**src/rtl/systolic_feeder.sv**
```systemverilog
// Operand feeder for an N x N FP8 systolic array: skews A/B beats onto the array edges,
// raises the per-PE clear with the first beat's wavefront and flags when c_out is complete.
module systolic_feeder #(
    parameter int unsigned N = 4
) (
    input  logic           clk,
    input  logic           rst,
    input  logic           start,
    input  logic [7:0]     k_len,
    output logic           busy,
    input  logic           in_valid,
    output logic           in_ready,
    input  logic [N*8-1:0] in_a,
    input  logic [N*8-1:0] in_b,
    output logic [N*8-1:0] a_edge,
    output logic [N*8-1:0] b_edge,
    output logic [N*N-1:0] clear,
    output logic           done
);

    // DRAIN spans 2N+1 cycles, counted 2N down to 0.
    localparam logic [7:0]  DrainLast = 8'(2 * N);
    localparam int unsigned ClrLen    = 2 * N - 1;

    typedef enum logic [1:0] {StIdle, StLoad, StDrain, StDone} state_e;

    state_e            r_state, w_state_d;
    logic [7:0]        r_k_len, r_beat_cnt, r_drain_cnt;
    logic              w_accept, w_first, w_last, w_feeding;
    logic [N*8-1:0]    w_a_line, w_b_line;
    logic [ClrLen-1:0] r_clr_sr;

    always_comb begin
        in_ready  = (r_state == StLoad) && (r_beat_cnt < r_k_len);
        w_accept  = in_valid && in_ready;
        w_first   = w_accept && (r_beat_cnt == 8'd0);
        w_last    = w_accept && (r_beat_cnt == r_k_len - 8'd1);
        w_feeding = (r_state == StLoad) || (r_state == StDrain);
        busy      = (r_state != StIdle);
        done      = (r_state == StDone);
    end

    always_comb begin
        w_state_d = r_state;
        case (r_state)
            StIdle:  if (start) w_state_d = (k_len == 8'd0) ? StDone : StLoad;
            StLoad:  if (w_last) w_state_d = StDrain;
            StDrain: if (r_drain_cnt == 8'd0) w_state_d = StDone;
            StDone:  w_state_d = StIdle;
            default: w_state_d = StIdle;
        endcase
    end

    always_ff @(posedge clk) begin
        if (rst) begin
            r_state     <= StIdle;
            r_k_len     <= 8'd0;
            r_beat_cnt  <= 8'd0;
            r_drain_cnt <= 8'd0;
        end else begin
            r_state <= w_state_d;
            if (r_state == StIdle && start) begin
                r_k_len    <= k_len;
                r_beat_cnt <= 8'd0;
            end else if (w_accept) begin
                r_beat_cnt <= r_beat_cnt + 8'd1;
            end
            if (r_state == StLoad && w_last) begin
                r_drain_cnt <= DrainLast;
            end else if (r_state == StDrain && r_drain_cnt != 8'd0) begin
                r_drain_cnt <= r_drain_cnt - 8'd1;
            end
        end
    end

    // Lane g has 1+g stages; unaccepted cycles shift in FP8 zero so accumulators hold.
    for (genvar gi = 0; gi < N; gi++) begin : g_lane
        logic [7:0] r_a_sr [0:gi];
        logic [7:0] r_b_sr [0:gi];

        always_ff @(posedge clk) begin
            if (rst) begin
                for (int k = 0; k <= gi; k++) begin
                    r_a_sr[k] <= 8'h00;
                    r_b_sr[k] <= 8'h00;
                end
            end else begin
                r_a_sr[0] <= w_accept ? in_a[gi*8 +: 8] : 8'h00;
                r_b_sr[0] <= w_accept ? in_b[gi*8 +: 8] : 8'h00;
                for (int k = 1; k <= gi; k++) begin
                    r_a_sr[k] <= r_a_sr[k-1];
                    r_b_sr[k] <= r_b_sr[k-1];
                end
            end
        end

        assign w_a_line[gi*8 +: 8] = r_a_sr[gi];
        assign w_b_line[gi*8 +: 8] = r_b_sr[gi];
    end

    assign a_edge = w_feeding ? w_a_line : '0;
    assign b_edge = w_feeding ? w_b_line : '0;

    // Stage k is high in cycle t0+1+k; PE(i,j) taps stage i+j of the first-beat wavefront.
    always_ff @(posedge clk) begin
        if (rst) begin
            r_clr_sr <= '0;
        end else begin
            r_clr_sr[0] <= w_first;
            for (int k = 1; k < ClrLen; k++) begin
                r_clr_sr[k] <= r_clr_sr[k-1];
            end
        end
    end

    for (genvar gi = 0; gi < N; gi++) begin : g_clr_row
        for (genvar gj = 0; gj < N; gj++) begin : g_clr_col
            assign clear[gi*N+gj] = r_clr_sr[gi+gj];
        end
    end

endmodule

```
**config.mk**
```make
export PLATFORM = sky130hd
export DESIGN_NAME = systolic_feeder
export DESIGN_NICKNAME = d
export VERILOG_FILES = /design/src/rtl/systolic_feeder.sv
export SDC_FILE = /design/constraint.sdc
export NUM_CORES = 1
export LEC_CHECK = 0
export BUFFER_PORTS_ARGS = -buffer_cell sky130_fd_sc_hd__clkbuf_2
export CORE_ASPECT_RATIO = 1.5
export CORE_MARGIN = 1
export CORE_UTILIZATION = 55
export CTS_BUF_LIST = sky130_fd_sc_hd__clkbuf_4 sky130_fd_sc_hd__clkbuf_8 sky130_fd_sc_hd__clkbuf_16
export CTS_CLUSTER_SIZE = 40
export DETAILED_ROUTE_END_ITERATION = 10
export GPL_TIMING_DRIVEN = 0
export MAX_ROUTING_LAYER = met4
export PLACE_DENSITY = 0.79
export SETUP_SLACK_MARGIN = 0.1
export SYNTH_ARGS = -nofsm -noshare
export SYNTH_HDL_FRONTEND = slang
export SYNTH_SLANG_ARGS = --single-unit
```
**constraint.sdc**
```tcl
create_clock -name clk -period 3.4 [get_ports clk]
set_input_delay 0.68 -clock clk [delete_from_list [all_inputs] [get_ports clk]]
set_output_delay 0.68 -clock clk [all_outputs]
set_load 0.02 [all_outputs]
```
==> impl_results.html, run 1 <==
<table>
<tr><th>Metric</th><th>Value</th></tr>
<tr><th colspan="2">Setup path</th></tr>
<tr><td>Critical Path End Type</td><td>output pin</td></tr>
<tr><td>Standard cell with the maximum stage delay on the critical path</td><td>sky130_fd_sc_hd__ha_1</td></tr>
<tr><td>Crit path required time</td><td>2.72 ns</td></tr>
<tr><td>Category of the critical setup timing path</td><td>register to output pin</td></tr>
<tr><td>Top Family by Delay on Critical Path</td><td>buffers and inverters</td></tr>
<tr><td>Highest cell delay on the worst timing path</td><td>0.62 ns</td></tr>
<tr><td>CP arrival</td><td>2.36 ns</td></tr>
<tr><td>Startpoint Class</td><td>register</td></tr>
<tr><td>Buf/Inv on CP</td><td>3</td></tr>
<tr><td>Critical path peak fanout</td><td>11</td></tr>
<tr><td>Flop-to-flop setup slack</td><td>0.71 ns</td></tr>
<tr><td>Cells along the critical path</td><td>inv_1, ha_1, clkbuf_1, and2_1, clkbuf_2</td></tr>
<tr><th colspan="2">Yosys</th></tr>
<tr><td>Post-synthesis sequential element count</td><td>193</td></tr>
<tr><td>Simple-Gate Fraction of Synth Area</td><td>28.2%</td></tr>
<tr><td>Sequential area share after synthesis</td><td>58.1%</td></tr>
<tr><td>Synth unique cells</td><td>39</td></tr>
<tr><td>Share of cell area taken by muxes after synthesis</td><td>0%</td></tr>
<tr><td>Complex-gate fraction of the synthesized area</td><td>3.18%</td></tr>
<tr><td>Synthesized area per cell</td><td>10.5 sq um</td></tr>
<tr><td>Post-Synth Adder-Cell Area</td><td>3.39%</td></tr>
<tr><td>Cell count after synthesis</td><td>636</td></tr>
<tr><td>Mapped Nets</td><td>730</td></tr>
<tr><td>Xor and xnor area share after synthesis</td><td>3.16%</td></tr>
<tr><td>Area fraction of the dominant cell type after synthesis</td><td>58.1%</td></tr>
<tr><td>Dominant cells by area after synthesis</td><td>sky130_fd_sc_hd__dfxtp_1, sky130_fd_sc_hd__and2_1, sky130_fd_sc_hd__nor2b_1</td></tr>
<tr><td>Warning count from the yosys run</td><td>0</td></tr>
<tr><td>Yosys top cell by area</td><td>sky130_fd_sc_hd__dfxtp_1</td></tr>
<tr><td>Largest family of logic cells by synthesized area</td><td>simple AND/OR/NAND/NOR gates</td></tr>
<tr><td>Synthesized cell area</td><td>6650 sq um</td></tr>
<tr><th colspan="2">Global route</th></tr>
<tr><td>Number of antenna violations at the first check in global routing</td><td>0</td></tr>
<tr><td>Leftover overflow at the end of global routing</td><td>0</td></tr>
<tr><td>Total track usage</td><td>23.1%</td></tr>
<tr><td>Maximum number of pins on one net before global-route repair</td><td>20</td></tr>
<tr><td>Global-route wire length before repair</td><td>21.6 mm</td></tr>
<tr><td>Number of global-route vias before repair</td><td>4644</td></tr>
<tr><th colspan="2">Place</th></tr>
<tr><td>HPWL after detailed placement</td><td>9.56 mm</td></tr>
<tr><td>Number of instances in the placed design</td><td>943</td></tr>
<tr><td>Routability-driven placement congestion ratio</td><td>0.821</td></tr>
<tr><td>Number of I/O port buffers</td><td>157</td></tr>
<tr><th colspan="2">Clock tree</th></tr>
<tr><td>Clk buf depth</td><td>2</td></tr>
<tr><td>Clock transition at the registers of the reported paths</td><td>0.07 ns</td></tr>
<tr><td>Number of resized instances in the post-cts repair step</td><td>0</td></tr>
<tr><td>Total number of clock tree sinks</td><td>193</td></tr>
<tr><td>Clock tree from TritonCTS</td><td>built</td></tr>
<tr><td>Later-pin clock latency in the skew report</td><td>0.43 ns</td></tr>
<tr><td>Number of H-tree branching levels</td><td>4</td></tr>
<tr><td>Number of hold buffers added after CTS</td><td>0</td></tr>
<tr><td>Number of CTS-inserted buffers</td><td>17</td></tr>
<tr><td>Root Buffer</td><td>sky130_fd_sc_hd__clkbuf_16</td></tr>
<tr><td>Post-CTS Setup Repair Bufs</td><td>0</td></tr>
<tr><th colspan="2">Layout</th></tr>
<tr><td>Number of diodes</td><td>0</td></tr>
<tr><td>Most common library cell in the layout ignoring fill and taps</td><td>sky130_fd_sc_hd__dfxtp_1</td></tr>
<tr><td>Fraction of final layout cells sized beyond drive strength 1</td><td>25.6%</td></tr>
<tr><td>Fillers</td><td>903</td></tr>
<tr><td>Net count reported at finish</td><td>905</td></tr>
<tr><td>Final core utilization</td><td>70.5%</td></tr>
<tr><td>Layout-stage area growth over the synthesis result</td><td>23.5%</td></tr>
<tr><td>Filler-free cell count of the finished design</td><td>973</td></tr>
<tr><td>Leading cell types in the layout, fill and taps excluded</td><td>sky130_fd_sc_hd__dfxtp_1, sky130_fd_sc_hd__clkbuf_2, sky130_fd_sc_hd__and2_1</td></tr>
<tr><th colspan="2">Die</th></tr>
<tr><td>IO Pins</td><td>159</td></tr>
<tr><td>Vertical die dimension</td><td>137 um</td></tr>
<tr><td>Floorplan Core Area</td><td>11700 sq um</td></tr>
<tr><td>Number of core rows</td><td>48</td></tr>
<tr><td>Horiz. Die Dim</td><td>91.8 um</td></tr>
<tr><td>Starting Density</td><td>57.0%</td></tr>
<tr><td>Area of the die</td><td>12500 sq um</td></tr>
<tr><th colspan="2">Pwr</th></tr>
<tr><td>Max rail drop VDD</td><td>0.425 mV</td></tr>
<tr><td>Pwr dens</td><td>658 nW/um^2</td></tr>
<tr><td>Lkg Pwr</td><td>0.00371 uW</td></tr>
<tr><th colspan="2">STA</th></tr>
<tr><td>Count of endpoints failing hold in the final timing report</td><td>0</td></tr>
<tr><td>Final critical-path share of the clock period</td><td>89.5%</td></tr>
<tr><td>Maximum clock rate</td><td>329 MHz</td></tr>
<tr><td>Setup TNS Final</td><td>0 ns</td></tr>
<tr><td>Slew Viols, Final</td><td>0</td></tr>
<tr><td>Worst clock skew on the final layout</td><td>0.0124 ns</td></tr>
<tr><td>Number of failing setup endpoints in the final timing report</td><td>0</td></tr>
<tr><td>Relative slew slack</td><td>57.5%</td></tr>
<tr><td>Final min period</td><td>3.04 ns</td></tr>
<tr><td>Actual transition at the worst max-transition pin</td><td>0.635 ns</td></tr>
<tr><td>RSZ-0062 raised after global routing</td><td>no</td></tr>
<tr><th colspan="2">Detailed routing</th></tr>
<tr><td>Post-detailed-route count of antenna-violating nets</td><td>0</td></tr>
<tr><td>Final WL</td><td>13.3 mm</td></tr>
<tr><td>Drt drc</td><td>0</td></tr>
<tr><td>Router iterations before antenna repair</td><td>4</td></tr>
<tr><td>Initial DRC Count</td><td>177</td></tr>
<tr><td>Avg Vias per Cell</td><td>4.74</td></tr>
<tr><td>Detailed-route wire length per cell</td><td>13.6 um</td></tr>
<tr><td>Routed vias</td><td>4610</td></tr>
<tr><th colspan="2">Status</th></tr>
<tr><td>Result of the run</td><td>complete, no violations</td></tr>
<tr><th colspan="2">Job</th></tr>
<tr><td>Max-cap violations</td><td>0</td></tr>
<tr><th colspan="2">Hold path</th></tr>
<tr><td>Hold Path Class</td><td>register to register</td></tr>
</table>
synthesized netlist by cell type (all sizes together):
library cell,instances
a2111oi,1
nand2,17
nor2b,103
buf,9
a21oi,12
nor2,22
or3,2
a211oi,2
nor3b,1
nor4b,1
or2,1
and2,128
nor3,4
a31oi,1
nand4,12
clkbuf,31
dfxtp,193
a41oi,2
a21o,1
o211a,1
o21ai,7
inv,19
and3,3
o311a,1
xnor2,13
nand3,12
nor4,5
nand3b,1
xor2,11
ha,18
o211ai,2
cells by family (layout without fill, tap and decap cells):
family | count (synthesis) | in the layout
AOI/OAI and AO/OA | 30 | 30
xor gates and xnor gates | 24 | 24
adders and majority gates | 18 | 18
buffers and inverters | 59 | 246
DFF | 193 | 193
and+or+nand+nor | 312 | 312
final timing paths:
kind | start | end | cells past startpoint
setup / recovery | r_state[0]$_SDFFE_PP0P_ | a_edge[24] | 5
hold reg to reg | g_lane[1].r_b_sr[0][7]$_SDFF_PP0_ | g_lane[1].r_b_sr[0][15]$_SDFF_PP0_ | 1
hold / removal | g_lane[1].r_b_sr[0][7]$_SDFF_PP0_ | g_lane[1].r_b_sr[0][15]$_SDFF_PP0_ | 1
setup reg to reg | r_k_len[6]$_SDFFE_PP0P_ | g_lane[2].r_a_sr[0][5]$_SDFF_PP0_ | 9
power by group:
group	internal, uW	total, uW	switching, uW
Combinational	346	984	638
Clock	1050	1970	914
Sequential	2380	2450	68.4
cell type report:
cell class              count  area, sq um  share of cell area [%]
multi-input cells         384         2520                    30.7
repair buffers            157          786                    9.57
inverters                  19         71.3                   0.869
clock buffers              17          425                    5.18
flip-flops and latches    193         3860                    47.1
clock inverters            14          169                    2.06
plain buffers              39          188                    2.29
well taps                 150          188                    2.29
layer usage:
| metal | routed length (um) | GRT usage (%) | part of all wire [%] |
|---|---|---|---|
| met4 | 170 | 8.42 | 1.3 |
| met5 | 0 | - | 0 |
| met3 | 527 | 5.00 | 4.0 |
| met2 | 7500 | 44.1 | 56 |
| met1 | 5090 | 22.8 | 38 |
sequential cells by signal, indices dropped and copies added (netlist names):
signal and count:
r_k_len 8, r_state 2, r_beat_cnt 8, r_drain_cnt 8, r_clr_sr 7, g_lane.r_b_sr 80
g_lane.r_a_sr 80
stage by stage:
stage / hold slack [ns] / setup slack (ns) / cell area [sq um] / power [uW]
finish: 0.432 / 0.358 / 8210 / 5400
floorplan: 0.414 / 1.20 / 6650 / 3170
global placement: 0.416 / 0.681 / 7620 / 3430
detailed placement: 0.420 / 0.622 / 7620 / 3490
CTS: 0.426 / 0.125 / 8210 / 5450
global route: 0.437 / 0.212 / 8210 / 5670
Note: power is estimated with default switching activity, not from simulation.
==> run 2: changes to the inputs <==
--- a/config.mk
+++ b/config.mk
@@ -5,16 +5,17 @@
 export SDC_FILE = /design/constraint.sdc
 export NUM_CORES = 1
 export LEC_CHECK = 0
+export ABC_AREA = 1
 export BUFFER_PORTS_ARGS = -buffer_cell sky130_fd_sc_hd__clkbuf_2
 export CORE_ASPECT_RATIO = 1.5
 export CORE_MARGIN = 1
-export CORE_UTILIZATION = 55
+export CORE_UTILIZATION = 50
 export CTS_BUF_LIST = sky130_fd_sc_hd__clkbuf_4 sky130_fd_sc_hd__clkbuf_8 sky130_fd_sc_hd__clkbuf_16
 export CTS_CLUSTER_SIZE = 40
 export DETAILED_ROUTE_END_ITERATION = 10
 export GPL_TIMING_DRIVEN = 0
 export MAX_ROUTING_LAYER = met4
-export PLACE_DENSITY = 0.79
+export PLACE_DENSITY = 0.72
 export SETUP_SLACK_MARGIN = 0.1
 export SYNTH_ARGS = -nofsm -noshare
 export SYNTH_HDL_FRONTEND = slang
==> run 2 against run 1 <==
  * Synthesized area increased by 6.6%
  * Critical path type unchanged
  * Critical endpoint is now a_edge[30]
  * Count of clock-buffer cells in the layout rose by 1
  * Clock skew shrank 0.0029 ns
  * Largest power group unchanged
  * Core utilization fell by 6.6 points
==> impl_results.html, run 2 <==
<table>
<tr><th>Metric</th><th>Value</th></tr>
<tr><th colspan="2">Status</th></tr>
<tr><td>Result of the run</td><td>complete, no violations (unchanged)</td></tr>
<tr><th colspan="2">Detailed routing</th></tr>
<tr><td>Routed vias</td><td>5418 (was 4610)</td></tr>
<tr><td>DR WL met3</td><td>584 um (was 527 um)</td></tr>
<tr><td>Amount of wire on met2 after detailed routing</td><td>6.80 mm (was 7.50 mm)</td></tr>
<tr><td>Met1 layer wirelength in the final routing</td><td>5.45 mm (was 5.09 mm)</td></tr>
<tr><td>Post-detailed-route count of antenna-violating nets</td><td>0 (unchanged)</td></tr>
<tr><td>Top routing layer in use</td><td>met4 (unchanged)</td></tr>
<tr><td>Drt drc</td><td>0 (unchanged)</td></tr>
<tr><td>Initial DRC Count</td><td>167 (was 177)</td></tr>
<tr><td>Detailed-route wire length per cell</td><td>10.4 um (was 13.6 um)</td></tr>
<tr><td>Final WL</td><td>13.3 mm (about the same)</td></tr>
<tr><td>Avg Vias per Cell</td><td>4.24 (was 4.74)</td></tr>
<tr><td>Router iterations before antenna repair</td><td>5 (was 4)</td></tr>
<tr><th colspan="2">Die</th></tr>
<tr><td>Area of the die</td><td>14700 sq um (was 12500 sq um)</td></tr>
<tr><td>Vertical die dimension</td><td>148 um (was 137 um)</td></tr>
<tr><td>IO Pins</td><td>159 (unchanged)</td></tr>
<tr><td>Number of core rows</td><td>52 (was 48)</td></tr>
<tr><td>Starting Density</td><td>51.8% (was 57.0%)</td></tr>
<tr><td>Horiz. Die Dim</td><td>99.2 um (was 91.8 um)</td></tr>
<tr><td>Floorplan Core Area</td><td>13700 sq um (was 11700 sq um)</td></tr>
<tr><th colspan="2">STA</th></tr>
<tr><td>Maximum clock rate</td><td>331 MHz (was 329 MHz)</td></tr>
<tr><td>Post-route setup slack</td><td>0.374 ns (was 0.358 ns)</td></tr>
<tr><td>Count of endpoints failing hold in the final timing report</td><td>0 (unchanged)</td></tr>
<tr><td>Relative slew slack</td><td>61.2% (was 57.5%)</td></tr>
<tr><td>Actual transition at the worst max-transition pin</td><td>0.582 ns (was 0.635 ns)</td></tr>
<tr><td>Setup TNS Final</td><td>0 ns (unchanged)</td></tr>
<tr><td>Final min period</td><td>3.03 ns (was 3.04 ns)</td></tr>
<tr><td>RSZ-0062 raised after global routing</td><td>no (unchanged)</td></tr>
<tr><td>Worst clock skew on the final layout</td><td>0.00956 ns (was 0.0124 ns)</td></tr>
<tr><td>Final critical-path share of the clock period</td><td>89.0% (was 89.5%)</td></tr>
<tr><td>Slew Viols, Final</td><td>0 (unchanged)</td></tr>
<tr><td>Number of failing setup endpoints in the final timing report</td><td>0 (unchanged)</td></tr>
<tr><th colspan="2">Setup path</th></tr>
<tr><td>CP arrival</td><td>2.35 ns (was 2.36 ns)</td></tr>
<tr><td>Buf/Inv on CP</td><td>5 (was 3)</td></tr>
<tr><td>Highest cell delay on the worst timing path</td><td>0.42 ns (was 0.62 ns)</td></tr>
<tr><td>Category of the critical setup timing path</td><td>register to output pin (unchanged)</td></tr>
<tr><td>Critical Path End Type</td><td>output pin (unchanged)</td></tr>
<tr><td>Standard cell with the maximum stage delay on the critical path</td><td>sky130_fd_sc_hd__clkbuf_1 (was sky130_fd_sc_hd__ha_1)</td></tr>
<tr><td>Top Family by Delay on Critical Path</td><td>buffers and inverters (unchanged)</td></tr>
<tr><td>Cells along the critical path</td><td>inv_1, ha_1, clkbuf_2, clkbuf_1, nand2_1, inv_1, clkbuf_2 (was inv_1, ha_1, clkbuf_1, and2_1, clkbuf_2)</td></tr>
<tr><td>Crit path required time</td><td>2.72 ns (about the same)</td></tr>
<tr><td>Worst r2r path cells</td><td>12 (was 9)</td></tr>
<tr><td>Startpoint Class</td><td>register (unchanged)</td></tr>
<tr><td>Critical path peak fanout</td><td>10 (was 11)</td></tr>
<tr><td>Crit path depth</td><td>7 (was 5)</td></tr>
<tr><th colspan="2">Clock tree</th></tr>
<tr><td>Post-CTS Setup Repair Bufs</td><td>0 (unchanged)</td></tr>
<tr><td>Number of H-tree branching levels</td><td>4 (unchanged)</td></tr>
<tr><td>Number of hold buffers added after CTS</td><td>0 (unchanged)</td></tr>
<tr><td>Number of CTS-inserted buffers</td><td>17 (unchanged)</td></tr>
<tr><td>Total number of clock tree sinks</td><td>193 (unchanged)</td></tr>
<tr><td>Clk buf depth</td><td>2 (unchanged)</td></tr>
<tr><td>Number of resized instances in the post-cts repair step</td><td>1 (was 0)</td></tr>
<tr><td>Clock tree from TritonCTS</td><td>built (unchanged)</td></tr>
<tr><td>Clock transition at the registers of the reported paths</td><td>0.07 ns (about the same)</td></tr>
<tr><td>Root Buffer</td><td>sky130_fd_sc_hd__clkbuf_16 (unchanged)</td></tr>
<tr><td>Later-pin clock latency in the skew report</td><td>0.42 ns (was 0.43 ns)</td></tr>
<tr><th colspan="2">Yosys</th></tr>
<tr><td>Library cell with the highest instance count after synthesis</td><td>sky130_fd_sc_hd__inv_1 (was sky130_fd_sc_hd__dfxtp_1)</td></tr>
<tr><td>Mapped Nets</td><td>1020 (was 730)</td></tr>
<tr><td>Post-synth EDFFs</td><td>0 (unchanged)</td></tr>
<tr><td>Cell count after synthesis</td><td>926 (was 636)</td></tr>
<tr><td>Synth unique cells</td><td>32 (was 39)</td></tr>
<tr><td>Synthesized area per cell</td><td>7.65 sq um (was 10.5 sq um)</td></tr>
<tr><td>Warning count from the yosys run</td><td>0 (unchanged)</td></tr>
<tr><td>Post-synthesis sequential element count</td><td>193 (unchanged)</td></tr>
<tr><td>Dominant synthesized flop cell</td><td>sky130_fd_sc_hd__dfxtp_1 (unchanged)</td></tr>
<tr><td>Proportion of synthesized flip-flops having asynchronous set or reset</td><td>0% (unchanged)</td></tr>
<tr><td>Synthesized cell area</td><td>7080 sq um (was 6650 sq um)</td></tr>
<tr><td>Commonest cells post-synth</td><td>sky130_fd_sc_hd__inv_1, sky130_fd_sc_hd__dfxtp_1, sky130_fd_sc_hd__nor2_1, sky130_fd_sc_hd__nand2_1, sky130_fd_sc_hd__a21oi_1 (was sky130_fd_sc_hd__dfxtp_1, sky130_fd_sc_hd__and2_1, sky130_fd_sc_hd__nor2b_1, sky130_fd_sc_hd__clkbuf_1, sky130_fd_sc_hd__nor2_1)</td></tr>
<tr><td>Area fraction of the dominant cell type after synthesis</td><td>54.6% (was 58.1%)</td></tr>
<tr><td>Sequential area share after synthesis</td><td>54.6% (was 58.1%)</td></tr>
<tr><td>Dominant cells by area after synthesis</td><td>sky130_fd_sc_hd__dfxtp_1, sky130_fd_sc_hd__inv_1, sky130_fd_sc_hd__nor2_1 (was sky130_fd_sc_hd__dfxtp_1, sky130_fd_sc_hd__and2_1, sky130_fd_sc_hd__nor2b_1)</td></tr>
<tr><td>Yosys top cell by area</td><td>sky130_fd_sc_hd__dfxtp_1 (unchanged)</td></tr>
<tr><th colspan="2">Layout</th></tr>
<tr><td>Fraction of final layout cells sized beyond drive strength 1</td><td>21.0% (was 25.6%)</td></tr>
<tr><td>Fin area</td><td>8720 sq um (was 8210 sq um)</td></tr>
<tr><td>Largest registers</td><td>g_lane.r_a_sr (80), g_lane.r_b_sr (80) (unchanged)</td></tr>
<tr><td>Layout-stage area growth over the synthesis result</td><td>23.2% (was 23.5%)</td></tr>
<tr><td>Net count reported at finish</td><td>1196 (was 905)</td></tr>
<tr><td>Leading cell types in the layout, fill and taps excluded</td><td>sky130_fd_sc_hd__inv_1, sky130_fd_sc_hd__dfxtp_1, sky130_fd_sc_hd__nor2_1 (was sky130_fd_sc_hd__dfxtp_1, sky130_fd_sc_hd__clkbuf_2, sky130_fd_sc_hd__and2_1)</td></tr>
<tr><td>Most common library cell in the layout ignoring fill and taps</td><td>sky130_fd_sc_hd__inv_1 (was sky130_fd_sc_hd__dfxtp_1)</td></tr>
<tr><td>Filler-free cell count of the finished design</td><td>1277 (was 973)</td></tr>
<tr><td>Number of diodes</td><td>0 (unchanged)</td></tr>
<tr><th colspan="2">Pwr</th></tr>
<tr><td>Pwr dens</td><td>686 nW/um^2 (was 658 nW/um^2)</td></tr>
<tr><td>Lkg Pwr</td><td>0.00473 uW (was 0.00371 uW)</td></tr>
<tr><td>Final total power</td><td>5980 uW (was 5400 uW)</td></tr>
<tr><td>Max rail drop VDD</td><td>0.390 mV (was 0.425 mV)</td></tr>
<tr><th colspan="2">Global route</th></tr>
<tr><td>Leftover overflow at the end of global routing</td><td>0 (unchanged)</td></tr>
<tr><td>Total track usage</td><td>19.3% (was 23.1%)</td></tr>
<tr><td>Number of global-route vias before repair</td><td>4854 (was 4644)</td></tr>
<tr><td>Number of antenna violations at the first check in global routing</td><td>0 (unchanged)</td></tr>
<tr><td>Global-route wire length before repair</td><td>21.4 mm (was 21.6 mm)</td></tr>
<tr><td>Maximum number of pins on one net before global-route repair</td><td>20 (unchanged)</td></tr>
<tr><th colspan="2">Place</th></tr>
<tr><td>Routability-driven placement congestion ratio</td><td>0.845 (was 0.821)</td></tr>
<tr><td>Number of instances in the placed design</td><td>1245 (was 943)</td></tr>
<tr><td>Pre-CTS setup slack</td><td>0.515 ns (was 0.622 ns)</td></tr>
<tr><td>Placed cell areas</td><td>8070 sq um (was 7620 sq um)</td></tr>
<tr><td>HPWL after detailed placement</td><td>9.70 mm (was 9.56 mm)</td></tr>
<tr><td>Number of I/O port buffers</td><td>157 (unchanged)</td></tr>
<tr><th colspan="2">Hold path</th></tr>
<tr><td>Hold Path Class</td><td>register to register (unchanged)</td></tr>
<tr><td>Cell depth of the worst hold path</td><td>2 (was 1)</td></tr>
<tr><th colspan="2">Job</th></tr>
<tr><td>Max-cap violations</td><td>0 (unchanged)</td></tr>
</table>
## run 2: cell count changes after synthesis, moves of 8 or more
cell and delta:
sky130_fd_sc_hd__and2_1 -128, sky130_fd_sc_hd__nor2_1 +167, sky130_fd_sc_hd__a21oi_1 +10, sky130_fd_sc_hd__nor2_2 +13, sky130_fd_sc_hd__nand2_1 +98, sky130_fd_sc_hd__xnor2_1 -11, sky130_fd_sc_hd__o21ai_0 +9, sky130_fd_sc_hd__nand4_1 -11
sky130_fd_sc_hd__inv_1 +252, sky130_fd_sc_hd__nor2b_1 -103, sky130_fd_sc_hd__nand3_1 +8
## run 2: power by group
| group | total (uW) | internal [uW] | switching [uW] | leakage (uW) |
|---|---|---|---|---|
| Clock | 2150 | 1230 | 928 | 0.000317 |
| Sequential | 2520 | 2420 | 95.6 | 0.00156 |
| Combinational | 1310 | 452 | 859 | 0.00286 |
| Total | 5980 | 4100 | 1880 | 0.00473 |
## run 2: per-layer routing
layer	vias up	track usage [%]
met5	-	-
met4	0	9.26
met3	27	3.97
met2	133	34.5
met1	2318	20.0
li1	2940	-
## run 2: worst paths after layout
| check | endpoint | slack (ns) | from |
|---|---|---|---|
| worst max-delay path | a_edge[30] | 0.37 | r_state[0]$_SDFFE_PP0P_ |
| worst min-delay path | g_lane[3].r_b_sr[0][30]$_SDFF_PP0_ | 0.40 | g_lane[3].r_b_sr[0][22]$_SDFF_PP0_ |
| worst max register to register | g_lane[1].r_a_sr[0][3]$_SDFF_PP0_ | 1.23 | r_k_len[3]$_SDFFE_PP0P_ |
| worst min register to register | g_lane[3].r_b_sr[0][30]$_SDFF_PP0_ | 0.40 | g_lane[3].r_b_sr[0][22]$_SDFF_PP0_ |
## run 2: worst register-to-register path: cells and delay by family (launching register included)
kind	cells	cell delay (ns)
AND/OR/NAND/NOR	7	0.60
flip-flops	1	0.42
buffers and inverters	4	0.71
adder cells (fa/ha/maj)	1	0.31
## run 2: cells by family (layout without fill, tap and decap cells)
| kind of cell | Yosys count | count (layout) | synth area share (%) |
|---|---|---|---|
| adder cells (fa/ha/maj) | 18 | 18 | 3.18 |
| AO/OA/AOI/OAI | 39 | 39 | 2.81 |
| AND/OR/NAND/NOR | 359 | 359 | 21.1 |
| XOR/XNOR | 6 | 6 | 0.742 |
| buffers and inverters | 311 | 500 | 17.6 |
| flip-flops | 193 | 193 | 54.6 |
## run 2: through the flow
step | util [%] | hold slack [ns]
2_1_floorplan | - | 0.388
3_3_place_gp | 59.1 | 0.389
3_5_place_dp | 59.1 | 0.392
4_1_cts | 63.8 | 0.398
5_1_grt | 63.8 | 0.412
6_report | 63.8 | 0.397
## run 2: area by class of cell
class                      count  area (sq um)
buffer                        37           220
clock buffer                  18           439
clock inverter                14           213
fill                        1220          4940
inverter                     274          1030
multi-input combinational    422          1970
sequential                   193          3860
tap                          162           203
timing repair buffer         157           786
